==> src/rtl/pong_pkg.sv <==
// Shared pong definitions: FSM state encoding, screen geometry and paddle placement
// used by the ball engine, the display and the paddle logic.
package pong_pkg;

  typedef enum logic [2:0] {
    ST_IDLE       = 3'd0,
    ST_SERVE_WAIT = 3'd1,
    ST_PLAY       = 3'd2,
    ST_POINT      = 3'd3,
    ST_GAME_OVER  = 3'd4
  } state_e;

  localparam int SCREEN_W_DEF  = 640;
  localparam int SCREEN_H_DEF  = 480;

  localparam int PADDLE_L_X    = 40;
  localparam int PADDLE_R_X    = 600;
  localparam int PADDLE_W      = 10;
  localparam int PADDLE_H      = 150;
  localparam int PADDLE_L_FACE = PADDLE_L_X + PADDLE_W;

  // Widen an unsigned screen coordinate into the signed 12-bit motion domain.
  function automatic logic signed [11:0] to_s12(input logic [9:0] v);
    return signed'({2'b00, v});
  endfunction

endpackage

==> src/rtl/ball_collide.sv <==
// Combinational next-position evaluation: wall bounces, paddle bounces and misses
// for one game step of the ball.
module ball_collide
  import pong_pkg::*;
#(
  parameter int SCREEN_W  = SCREEN_W_DEF,
  parameter int SCREEN_H  = SCREEN_H_DEF,
  parameter int BALL_SIZE = 25,
  parameter int SPEED     = 4
) (
  input  logic        [9:0]  ball_x,
  input  logic        [9:0]  ball_y,
  input  logic signed [11:0] vx,
  input  logic signed [11:0] vy,
  input  logic        [9:0]  paddle_l_y,
  input  logic        [9:0]  paddle_r_y,
  output logic        [9:0]  next_x,
  output logic        [9:0]  next_y,
  output logic signed [11:0] next_vx,
  output logic signed [11:0] next_vy,
  output logic               miss_l,
  output logic               miss_r
);

  localparam logic signed [11:0] SPD    = 12'(SPEED);
  localparam logic signed [11:0] BSZ    = 12'(BALL_SIZE);
  localparam logic signed [11:0] Y_MAX  = 12'(SCREEN_H - BALL_SIZE);
  localparam logic signed [11:0] X_EDGE = 12'(SCREEN_W);
  localparam logic signed [11:0] FACE_R = 12'(PADDLE_R_X);
  localparam logic signed [11:0] FACE_L = 12'(PADDLE_L_FACE);
  localparam logic signed [11:0] PAD_H  = 12'(PADDLE_H);
  localparam logic        [9:0]  Y_MAX_POS = 10'(SCREEN_H - BALL_SIZE);
  localparam logic        [9:0]  HIT_R_POS = 10'(PADDLE_R_X - BALL_SIZE);
  localparam logic        [9:0]  HIT_L_POS = 10'(PADDLE_L_FACE);

  logic signed [11:0] bx, by, nx, ny, pl, pr;
  logic               hit_l, hit_r;

  always_comb begin
    // NOTE: every output gets a value before any branch so no latch is inferred.
    next_vx = vx;
    next_vy = vy;
    bx      = to_s12(ball_x);
    by      = to_s12(ball_y);
    pl      = to_s12(paddle_l_y);
    pr      = to_s12(paddle_r_y);
    nx      = bx + vx;
    ny      = by + vy;
    next_x  = nx[9:0];
    next_y  = ny[9:0];

    hit_r = (vx > 12'sd0) && (bx + BSZ <= FACE_R) && (nx + BSZ >= FACE_R) &&
            (ny + BSZ > pr) && (ny < pr + PAD_H);
    hit_l = (vx < 12'sd0) && (bx >= FACE_L) && (nx <= FACE_L) &&
            (ny + BSZ > pl) && (ny < pl + PAD_H);
    miss_r = !hit_r && !hit_l && (nx + BSZ >= X_EDGE);
    miss_l = !hit_r && !hit_l && (nx <= 12'sd0);

    // Wall and paddle responses are independent, so a corner hit applies both.
    if (ny <= 12'sd0) begin
      next_y  = '0;
      next_vy = SPD;
    end else if (ny >= Y_MAX) begin
      next_y  = Y_MAX_POS;
      next_vy = -SPD;
    end

    if (hit_r) begin
      next_x  = HIT_R_POS;
      next_vx = -SPD;
    end else if (hit_l) begin
      next_x  = HIT_L_POS;
      next_vx = SPD;
    end
  end

endmodule

==> src/rtl/ball_engine.sv <==
// Pong game engine: serve/play/point/game-over sequencing, ball motion, scores
// and winner, advanced one step per tick strobe.
module ball_engine
  import pong_pkg::*;
#(
  parameter int SCREEN_W    = SCREEN_W_DEF,
  parameter int SCREEN_H    = SCREEN_H_DEF,
  parameter int BALL_SIZE   = 25,
  parameter int SPEED       = 4,
  parameter int WIN_SCORE   = 9,
  parameter int SERVE_DELAY = 50,
  parameter int POINT_HOLD  = 25
) (
  input  logic       MAX10_CLK1_50,
  input  logic       reset,
  input  logic       tick,
  input  logic       serve,
  input  logic [9:0] paddle_l_y,
  input  logic [9:0] paddle_r_y,
  output logic [9:0] ball_x,
  output logic [9:0] ball_y,
  output logic [3:0] score_one,
  output logic [3:0] score_two,
  output logic       point_p1,
  output logic       point_p2,
  output logic [2:0] game_state,
  output logic [1:0] winner
);

  localparam int CNT_MAX = (SERVE_DELAY > POINT_HOLD) ? SERVE_DELAY : POINT_HOLD;
  localparam int CNT_W   = $clog2(CNT_MAX + 1);

  localparam logic        [9:0]       CENTRE_X   = 10'((SCREEN_W - BALL_SIZE) / 2);
  localparam logic        [9:0]       CENTRE_Y   = 10'((SCREEN_H - BALL_SIZE) / 2);
  localparam logic signed [11:0]      SPD        = 12'(SPEED);
  localparam logic        [3:0]       WIN        = 4'(WIN_SCORE);
  localparam logic        [CNT_W-1:0] SERVE_LOAD = CNT_W'(SERVE_DELAY);
  localparam logic        [CNT_W-1:0] HOLD_LOAD  = CNT_W'(POINT_HOLD);
  localparam logic        [CNT_W-1:0] CNT_ONE    = CNT_W'(1);

  state_e             state, state_n;
  logic        [9:0]  ball_x_n, ball_y_n;
  logic signed [11:0] vx, vy, vx_n, vy_n;
  logic               serve_left, serve_left_n;
  logic [CNT_W-1:0]   cnt, cnt_n;
  logic        [3:0]  score_one_n, score_two_n;
  logic               point_p1_n, point_p2_n;
  logic        [1:0]  winner_n;

  logic        [9:0]  col_x, col_y;
  logic signed [11:0] col_vx, col_vy;
  logic               col_miss_l, col_miss_r;

  ball_collide #(
    .SCREEN_W  (SCREEN_W),
    .SCREEN_H  (SCREEN_H),
    .BALL_SIZE (BALL_SIZE),
    .SPEED     (SPEED)
  ) u_collide (
    .ball_x     (ball_x),
    .ball_y     (ball_y),
    .vx         (vx),
    .vy         (vy),
    .paddle_l_y (paddle_l_y),
    .paddle_r_y (paddle_r_y),
    .next_x     (col_x),
    .next_y     (col_y),
    .next_vx    (col_vx),
    .next_vy    (col_vy),
    .miss_l     (col_miss_l),
    .miss_r     (col_miss_r)
  );

  assign game_state = state;

  always_comb begin
    state_n      = state;
    ball_x_n     = ball_x;
    ball_y_n     = ball_y;
    vx_n         = vx;
    vy_n         = vy;
    serve_left_n = serve_left;
    cnt_n        = cnt;
    score_one_n  = score_one;
    score_two_n  = score_two;
    winner_n     = winner;
    point_p1_n   = 1'b0;
    point_p2_n   = 1'b0;

    case (state)
      ST_IDLE: begin
        ball_x_n = CENTRE_X;
        ball_y_n = CENTRE_Y;
        if (serve) begin
          cnt_n   = SERVE_LOAD;
          state_n = ST_SERVE_WAIT;
        end
      end

      ST_SERVE_WAIT: if (tick) begin
        if (cnt <= CNT_ONE) begin
          cnt_n   = '0;
          vx_n    = serve_left ? -SPD : SPD;
          vy_n    = SPD;
          state_n = ST_PLAY;
        end else begin
          cnt_n = cnt - CNT_ONE;
        end
      end

      ST_PLAY: if (tick) begin
        // A miss freezes the ball where it was; the loser of the point serves.
        if (col_miss_r) begin
          if (score_one < WIN) score_one_n = score_one + 4'd1;
          point_p1_n   = 1'b1;
          serve_left_n = 1'b0;
          cnt_n        = HOLD_LOAD;
          state_n      = ST_POINT;
        end else if (col_miss_l) begin
          if (score_two < WIN) score_two_n = score_two + 4'd1;
          point_p2_n   = 1'b1;
          serve_left_n = 1'b1;
          cnt_n        = HOLD_LOAD;
          state_n      = ST_POINT;
        end else begin
          ball_x_n = col_x;
          ball_y_n = col_y;
          vx_n     = col_vx;
          vy_n     = col_vy;
        end
      end

      ST_POINT: if (tick) begin
        if (cnt <= CNT_ONE) begin
          ball_x_n = CENTRE_X;
          ball_y_n = CENTRE_Y;
          if (score_one == WIN || score_two == WIN) begin
            cnt_n    = '0;
            winner_n = (score_one == WIN) ? 2'b01 : 2'b10;
            state_n  = ST_GAME_OVER;
          end else begin
            cnt_n   = SERVE_LOAD;
            state_n = ST_SERVE_WAIT;
          end
        end else begin
          cnt_n = cnt - CNT_ONE;
        end
      end

      ST_GAME_OVER: begin
        ball_x_n = CENTRE_X;
        ball_y_n = CENTRE_Y;
        if (serve) begin
          score_one_n = '0;
          score_two_n = '0;
          winner_n    = 2'b00;
          state_n     = ST_IDLE;
        end
      end

      default: state_n = ST_IDLE;
    endcase
  end

  always_ff @(posedge MAX10_CLK1_50) begin
    // NOTE: non-blocking assignments so every register samples pre-edge values.
    if (reset) begin
      state      <= ST_IDLE;
      ball_x     <= CENTRE_X;
      ball_y     <= CENTRE_Y;
      vx         <= SPD;
      vy         <= SPD;
      serve_left <= 1'b0;
      cnt        <= '0;
      score_one  <= '0;
      score_two  <= '0;
      point_p1   <= 1'b0;
      point_p2   <= 1'b0;
      winner     <= 2'b00;
    end else begin
      state      <= state_n;
      ball_x     <= ball_x_n;
      ball_y     <= ball_y_n;
      vx         <= vx_n;
      vy         <= vy_n;
      serve_left <= serve_left_n;
      cnt        <= cnt_n;
      score_one  <= score_one_n;
      score_two  <= score_two_n;
      point_p1   <= point_p1_n;
      point_p2   <= point_p2_n;
      winner     <= winner_n;
    end
  end

endmodule

==> config.mk <==
export PLATFORM = sky130hd
export DESIGN_NAME = ball_engine
export DESIGN_NICKNAME = d
export VERILOG_FILES = /design/src/rtl/pong_pkg.sv /design/src/rtl/ball_collide.sv /design/src/rtl/ball_engine.sv
export SDC_FILE = /design/constraint.sdc
export NUM_CORES = 1
export LEC_CHECK = 0
export CAP_MARGIN = 25
export CORE_ASPECT_RATIO = 0.6
export CORE_MARGIN = 8
export CORE_UTILIZATION = 32
export DETAILED_ROUTE_END_ITERATION = 8
export HOLD_SLACK_MARGIN = 0.08
export PLACE_DENSITY = 0.55
export SLEW_MARGIN = 20
export SYNTH_ARGS = -nofsm -noshare
export SYNTH_HDL_FRONTEND = slang
export SYNTH_SLANG_ARGS = --single-unit
==> constraint.sdc <==
create_clock -name MAX10_CLK1_50 -period 4.7 [get_ports MAX10_CLK1_50]
set_input_delay 0.94 -clock MAX10_CLK1_50 [delete_from_list [all_inputs] [get_ports MAX10_CLK1_50]]
set_output_delay 0.94 -clock MAX10_CLK1_50 [all_outputs]
set_load 0.02 [all_outputs]
# Word level (Yosys, flattened, before mapping)
# Cells that the tools add are included.
# classes
eq_ne	23
mux	74
n_reduce_logical	33
bitwise_logic	2
add_sub_neg	10
n_lt_le_gt_ge	17
# ops
op	n
12-bit 2-to-1 mux	15
10-bit 2-to-1 mux	14
10-bit one-hot mux with 3 select lines	2
6-bit 2-to-1 mux	9
12-bit one-hot mux with 2 select lines	2
4-bit 2-to-1 mux	8
3-bit 2-to-1 mux	10
2-bit inequality test, second input constant	14
11-bit by 12-bit adder with 12-bit output	2
12-bit by 6-bit adder with 12-bit output, second input constant	2
12-bit by 11-bit greater-or-equal comparator with 1-bit output, second input constant	2
12-bit by 11-bit > comparator with 1-bit output	2
12-bit by 1-bit <= comparator with 1-bit output, second input constant	2
12-bit less-than comparator	2
6-bit one-hot mux with 4 select lines	1
10-bit by 8-bit adder with 11-bit output, second input constant	2
6-bit AND reduction	3
4-bit one-hot mux with 2 select lines	2
3-bit one-hot mux with 5 select lines	1
7-bit AND reduction	2
12-bit by 10-bit greater-or-equal comparator with 1-bit output, second input constant	1
12-bit by 1-bit > comparator with 1-bit output, second input constant	1
12-bit by 11-bit <= comparator with 1-bit output, second input constant	1
12-bit by 7-bit <= comparator with 1-bit output, second input constant	1
30 further kinds	58
# word_totals
output_inout_bits	35
elab_cells	171
register_bits	66

# Depth between registers and ports, before layout
# Gate-level depths: netlist (run 1).
# depth
word_depth	13
mapped_depth	22
ltp_nobuf	20

# By module
# From an unflattened synthesis (run 1), not the netlist that was laid out.
# unflattened
cells_unflattened	831
hier_area_um2	7023.0
# by_module_without_submodules
module	instances	area_per_inst_um2	seq_area_each_um2	cells_each
ball_collide	1	3781.1	0.0	491
ball_engine	1	3241.9	1321.3	340

# Least setup slack after synthesis (run 1)
# Ideal clock, no wire load.
# synth_path
path_kind	register to register
startpoint	register vy[10]
endpoint	register cnt[3]
path_stages_with_launch	20
arrival_ns	4.419
synth_period_minus_slack_ns	4.537
slack_ns	0.163
setup_time_ns	0.117
required_ns	4.583
path_cell_list	dfxtp_1 -> ha_1 -> a211oi_1 -> o31ai_4 -> xor2_1 -> and2_1 -> nand2_1 -> nor3_1 -> xor2_1 -> ha_1 -> a211oi_1 -> o21ai_0 -> o21ai_0 -> inv_1 -> o311ai_1 -> or3_1 -> o211ai_2 -> o22a_2 -> o21bai_1 -> a32o_1
# synth_via
elab_chain_cells	11
word_cells_on_any_way	20
# synth_rtl
element	line_no	text
start: declaration	ball_engine.sv:43	logic signed [11:0] vx, vy, vx_n, vy_n;
start signal: assignment	ball_engine.sv:185	vy <= vy_n;
11-bit by 12-bit adder with 12-bit output *	ball_collide.sv:48	ny = by + vy;
12-bit by 6-bit adder with 12-bit output	ball_collide.sv:53, ball_collide.sv:55	
12-bit by 11-bit > comparator with 1-bit output (on tied branches)	ball_collide.sv:53, ball_collide.sv:55	
1-bit logical AND (on tied branches)	ball_collide.sv:52, ball_collide.sv:54	
1-bit logical AND (on tied branches)	ball_collide.sv:53, ball_collide.sv:55	
1-bit logical NOT	ball_collide.sv:56, ball_collide.sv:57	
1-bit logical AND *	ball_collide.sv:56, ball_collide.sv:57	
1-bit logical AND	ball_collide.sv:56	miss_r = !hit_r && !hit_l && (nx + BSZ >= X_EDGE);
6-bit 2-to-1 mux	ball_engine.sv:113	if (col_miss_r) begin
6-bit 2-to-1 mux	ball_engine.sv:111	ST_PLAY: if (tick) begin
6-bit one-hot mux with 4 select lines	ball_engine.sv:90	case (state)
end signal: assignment	ball_engine.sv:187	cnt <= cnt_n;
end: declaration	ball_engine.sv:45	logic [CNT_W-1:0] cnt, cnt_n;
# Mark *: on every way between the ends. The rest lies on a longest branch, timed or not. The select of a mux whose other input is x is not followed.
# A chain may end at the register's enable or synchronous reset.

# Worst setup path in the final report (run 1)
# layout_path
startpoint	register vx[10]
endpoint	register ball_y[6]
# layout_via
elab_chain_cells	11
word_cells_on_any_way	24
# layout_rtl
element	line_no	text
start: declaration	ball_engine.sv:43	
start signal: assignment	ball_engine.sv:184	vx <= vx_n;
11-bit by 12-bit adder with 12-bit output	ball_collide.sv:47	nx = bx + vx;
12-bit by 6-bit adder with 12-bit output	ball_collide.sv:52, ball_collide.sv:56	
12-bit by 11-bit greater-or-equal comparator with 1-bit output	ball_collide.sv:52	hit_r = (vx > 12'sd0) && (bx + BSZ <= FACE_R) && (nx + BSZ >= FACE_R) &&
1-bit logical AND (2 in a row)	ball_collide.sv:52	
1-bit logical AND	ball_collide.sv:53	(ny + BSZ > pr) && (ny < pr + PAD_H);
1-bit logical NOT	ball_collide.sv:56, ball_collide.sv:57	
1-bit logical AND	ball_collide.sv:56, ball_collide.sv:57	
1-bit logical AND (on tied branches)	ball_collide.sv:56, ball_collide.sv:57	
2-bit inequality test (no source line)	--	
6-bit AND reduction (no source line) *	--	
end signal: assignment	ball_engine.sv:183	ball_y <= ball_y_n;
end: declaration	ball_engine.sv:21	output logic [9:0] ball_y,
# Mark *: on every way between the ends. The rest lies on a longest branch, timed or not.

==> results of run 1 <==
[flip-flops by register name (all words and copies together) (netlist names)]
name / cells
ball_x: 10
ball_y: 9
cnt: 6
game_state: 3
point_p1: 1
point_p2: 1
score_one: 4
score_two: 4
serve_left: 1
vx: 1
vy: 1
winner: 2
[stage by stage]
step                      hold slack, ps  setup TNS (ps)
final                                467               0
after global routing                 500           -11.9
after CTS                            475               0
after detailed placement             464           -1340
after global placement               451            -209
after floorplan                      434               0
[worst max path at each step]
stage	end	slack, ps	cells past startpoint
after global routing	ball_x[7]	-10	21
after detailed placement	ball_y[6]	-200	18
after CTS	cnt[3]	60	19
after global placement	ball_y[6]	-70	18
final	ball_y[6]	220	13
after floorplan	cnt[3]	160	19
[cells by family (layout without fill, tap and decap cells)]
group | count (synthesis) | in the layout | share of synthesized area (%)
and+or+nand+nor | 238 | 238 | 23.1
buffers and inverters | 82 | 206 | 6.14
DFF | 43 | 43 | 16.2
xor gates and xnor gates | 38 | 38 | 6.26
muxes | 6 | 6 | 1.18
AOI/OAI and AO/OA | 213 | 213 | 28.3
adders and majority gates | 79 | 79 | 18.9
[tightest hold or removal path, delay by kind of cell (launching register included)]
| family | cells | cell delay, ps |
|---|---|---|
| AO/OA/AOI/OAI | 1 | 50 |
| flip-flops | 1 | 310 |
| buffers and inverters | 1 | 50 |
[power groups by stage]
stage                     clock (mW)  combinational, mW  sequential (mW)
after detailed placement           0               1.64            0.502
after floorplan                    0               1.10            0.492
final                          0.369               1.72            0.500
after global routing           0.391               1.90            0.510
after global placement             0               1.60            0.504
after CTS                      0.376               1.66            0.494
[final cells by class]
| class | count | area share (%) |
|---|---|---|
| Inverter | 56 | 2.98 |
| Tap cell | 228 | 4.05 |
| Clock buffer | 8 | 2.22 |
| Timing Repair Buffer | 142 | 17.3 |
| Sequential cell | 43 | 12.3 |
| Multi-Input combinational cell | 574 | 61.2 |
[layer usage]
layer	vias to the layer above	wire length, um	track usage, %
li1	2832	-	-
met1	2670	9040	23.2
met2	148	7240	24.1
met3	7	1180	3.60
met4	0	45	2.07
met5	-	0	0
[timing repair]
action / CTS / global route
gates resized for setup: 4 / 31
buffers inserted: 0 / 2
hold buffers: 0 / 0
pin swaps: 0 / 11
endpoints found under the setup margin: 6 / 39
[layout by cell type, fill, tap and decap left out, types with 6 or more instances in the layout]
cell type and instances:
nor4_1 6, nand2b_1 11, nand2_1 45, a31oi_1 7
nor2_1 67, a31o_2 6, and3_1 7, clkdlybuf4s50_1 58
buf_4 82, o21a_1 11, o21ai_0 36, nor2b_1 13
nand4_1 14, dfxtp_1 42, a21oi_1 48, ha_1 73
nand3_1 14, a211oi_1 14, nor3_1 13, xor2_1 14
a21o_1 12, nor3_2 7, xnor2_1 22, inv_1 56
==> reports/results.tsv, run 1 <==
stage	metric	value	unit
run_status	outcome	complete, no violations	
yosys	synth_nets	802	
setup_path	crit_path_start	vx[10]	
setup_path	endpoint_kind	flop	
grt	grt_overflow_total	0	
die	num_io_pins	59	
yosys	synth-main-ff-cell	dfxtp_1	
timing	fin_ws	217	ps
yosys	yosysTopAreaCellShare	18.1	%
setup_path	r2r_cells	13	
setup_path	rr_endpoint	ball_y[6]	
timing	post-route-min-period	4480	ps
timing	finClkSkew	7.62	ps
setup_path	crit_slowest_cell	fa_1	
cells_and_area	nets	925	
yosys	ys_top_cells_by_count	ha_1 (77), nor2_1 (67), inv_1 (56)	
setup_path	worstPathArrival	4640	ps
grt	grt_pass1_vias	5394	
job	drv_cap	0	
detailed_routing	via_per_inst	5.38	
pwr	pwr-share-clk	14.2	%
yosys	synth-async-reset-ratio	0	%
pwr	seqPwrFrac	19.3	%
yosys	syn_area_per_cell	7.61	um2
pwr	p_int	1.37	mW
timing	fmax	223	MHz
cells_and_area	final_util	43.3	%
yosys	ys_warn_count	0	
placement	dp_hpwl	14200	um
cells_and_area	multiInputGateArea	4310	um2
setup_path	crit_type	flop to flop	
pwr	vdd_drop_max	217	uV
setup_path	timing.rr.start	vx[10]	
min_path	hold_end	serve_left	
detailed_routing	drtPass1Iterations	5	
cells_and_area	ff_latch_area	865	um2
grt	antenna_found_initial	0	
timing	min_period_over_period	95.4	%
timing	setup_viol	0	
yosys	synth_edf_count	0	
yosys	syn_inst	699	
yosys	synth_top_area_cell	ha_1	
cells_and_area	drive_above_1_share	17.3	%
detailed_routing	ant_nets	0	
detailed_routing	via_count	5657	
pwr	p_comb_share	66.5	%
cells_and_area	final_area	7040	um2
clocking	clkTransAtPathRegs	60	ps
yosys	synth_seq_cells	43	
cells_and_area	diodes	0	
grt	grt_pass1_wl	27800	um
placement	dp.cells	1041	
die	coreArea	16300	um2
detailed_routing	drc	0	
clocking	cts_htree_levels	2	
setup_path	crit_buf_inv	1	
setup_path	crit_path_start_kind	flop	
min_path	hp-start	serve_left	
pwr	netSwitchingFraction	47.1	%
die	die_w	182	um
setup_path	crit_required	4860	ps
cells_and_area	num-fill-cells	1607	
pwr	power	2.59	mW
clocking	cts_root_buffer	clkbuf_16	
setup_path	critPathMaxFanout	15	
timing	slew_violations	0	
placement	gp_congestion	0.900	
detailed_routing	post_drt_wl_per_cell	16.7	um
clocking	numClockSinks	43	
detailed_routing	totalWireLength	17500	um
die	die_area	21100	um2
min_path	worst_hold_path_type	flop to flop	
placement	place_area	6680	um2
placement	dp_slack	-197	ps
setup_path	path_delay_family	compound AO/OA/AOI/OAI gates	
grt	grt_max_degree	32	
setup_path	reg2reg_setup_slack	220	ps
die	die_height	116	um
cells_and_area	area_growth_syn_to_layout	32.4	%
timing	hold_violations	0	
pwr	net-switching-power	1.22	mW
placement	portBuffers	58	
cells_and_area	fin_cells	1051	
timing	timing.slew.headroom	50.1	%
min_path	whs_path_depth	2	
yosys	syn_area	5320	um2
yosys	synthDistinctLibCells	82	
setup_path	cpPeakStageDelay	560	ps
clocking	cts_buffers	5	
yosys	synthTopCellsByArea	ha_1 (18%), dfxtp_1 (16%), nor2_1 (4.7%)	
die	initial_core_util	32.7	%
pwr	leakagePower	3.08	nW
clocking	cts_tree	yes	
timing	tightest_slew	743	ps
die	core.rowCount	36	
yosys	yosysMostFrequentCell	ha_1	
clocking	clock_latency	290	ps
grt	track_usage	16.0	%
detailed_routing	first_iter_violations	448	
pwr	power_density	368	nW/um2
clocking	clk_path_buf_depth	2	
yosys	seq_area_frac_synth	16.2	%
setup_path	path_cells	fa_1 -> a211oi_4 -> nor2_1 -> o311a_1 -> nor3_4 -> a211oi_1 -> a221o_1 -> or3_4 -> o211ai_4 -> a21oi_2 -> buf_4 -> nor3_2 -> a21oi_1	
No activity file was read; power rests on OpenSTA's default activity.
==> run 2, diff against run 1 <==
Settings changed: CTS_CLUSTER_SIZE from default to 40.
==> results of run 2 <==
Final layout, timing and power as in run 1 (identical DEF).
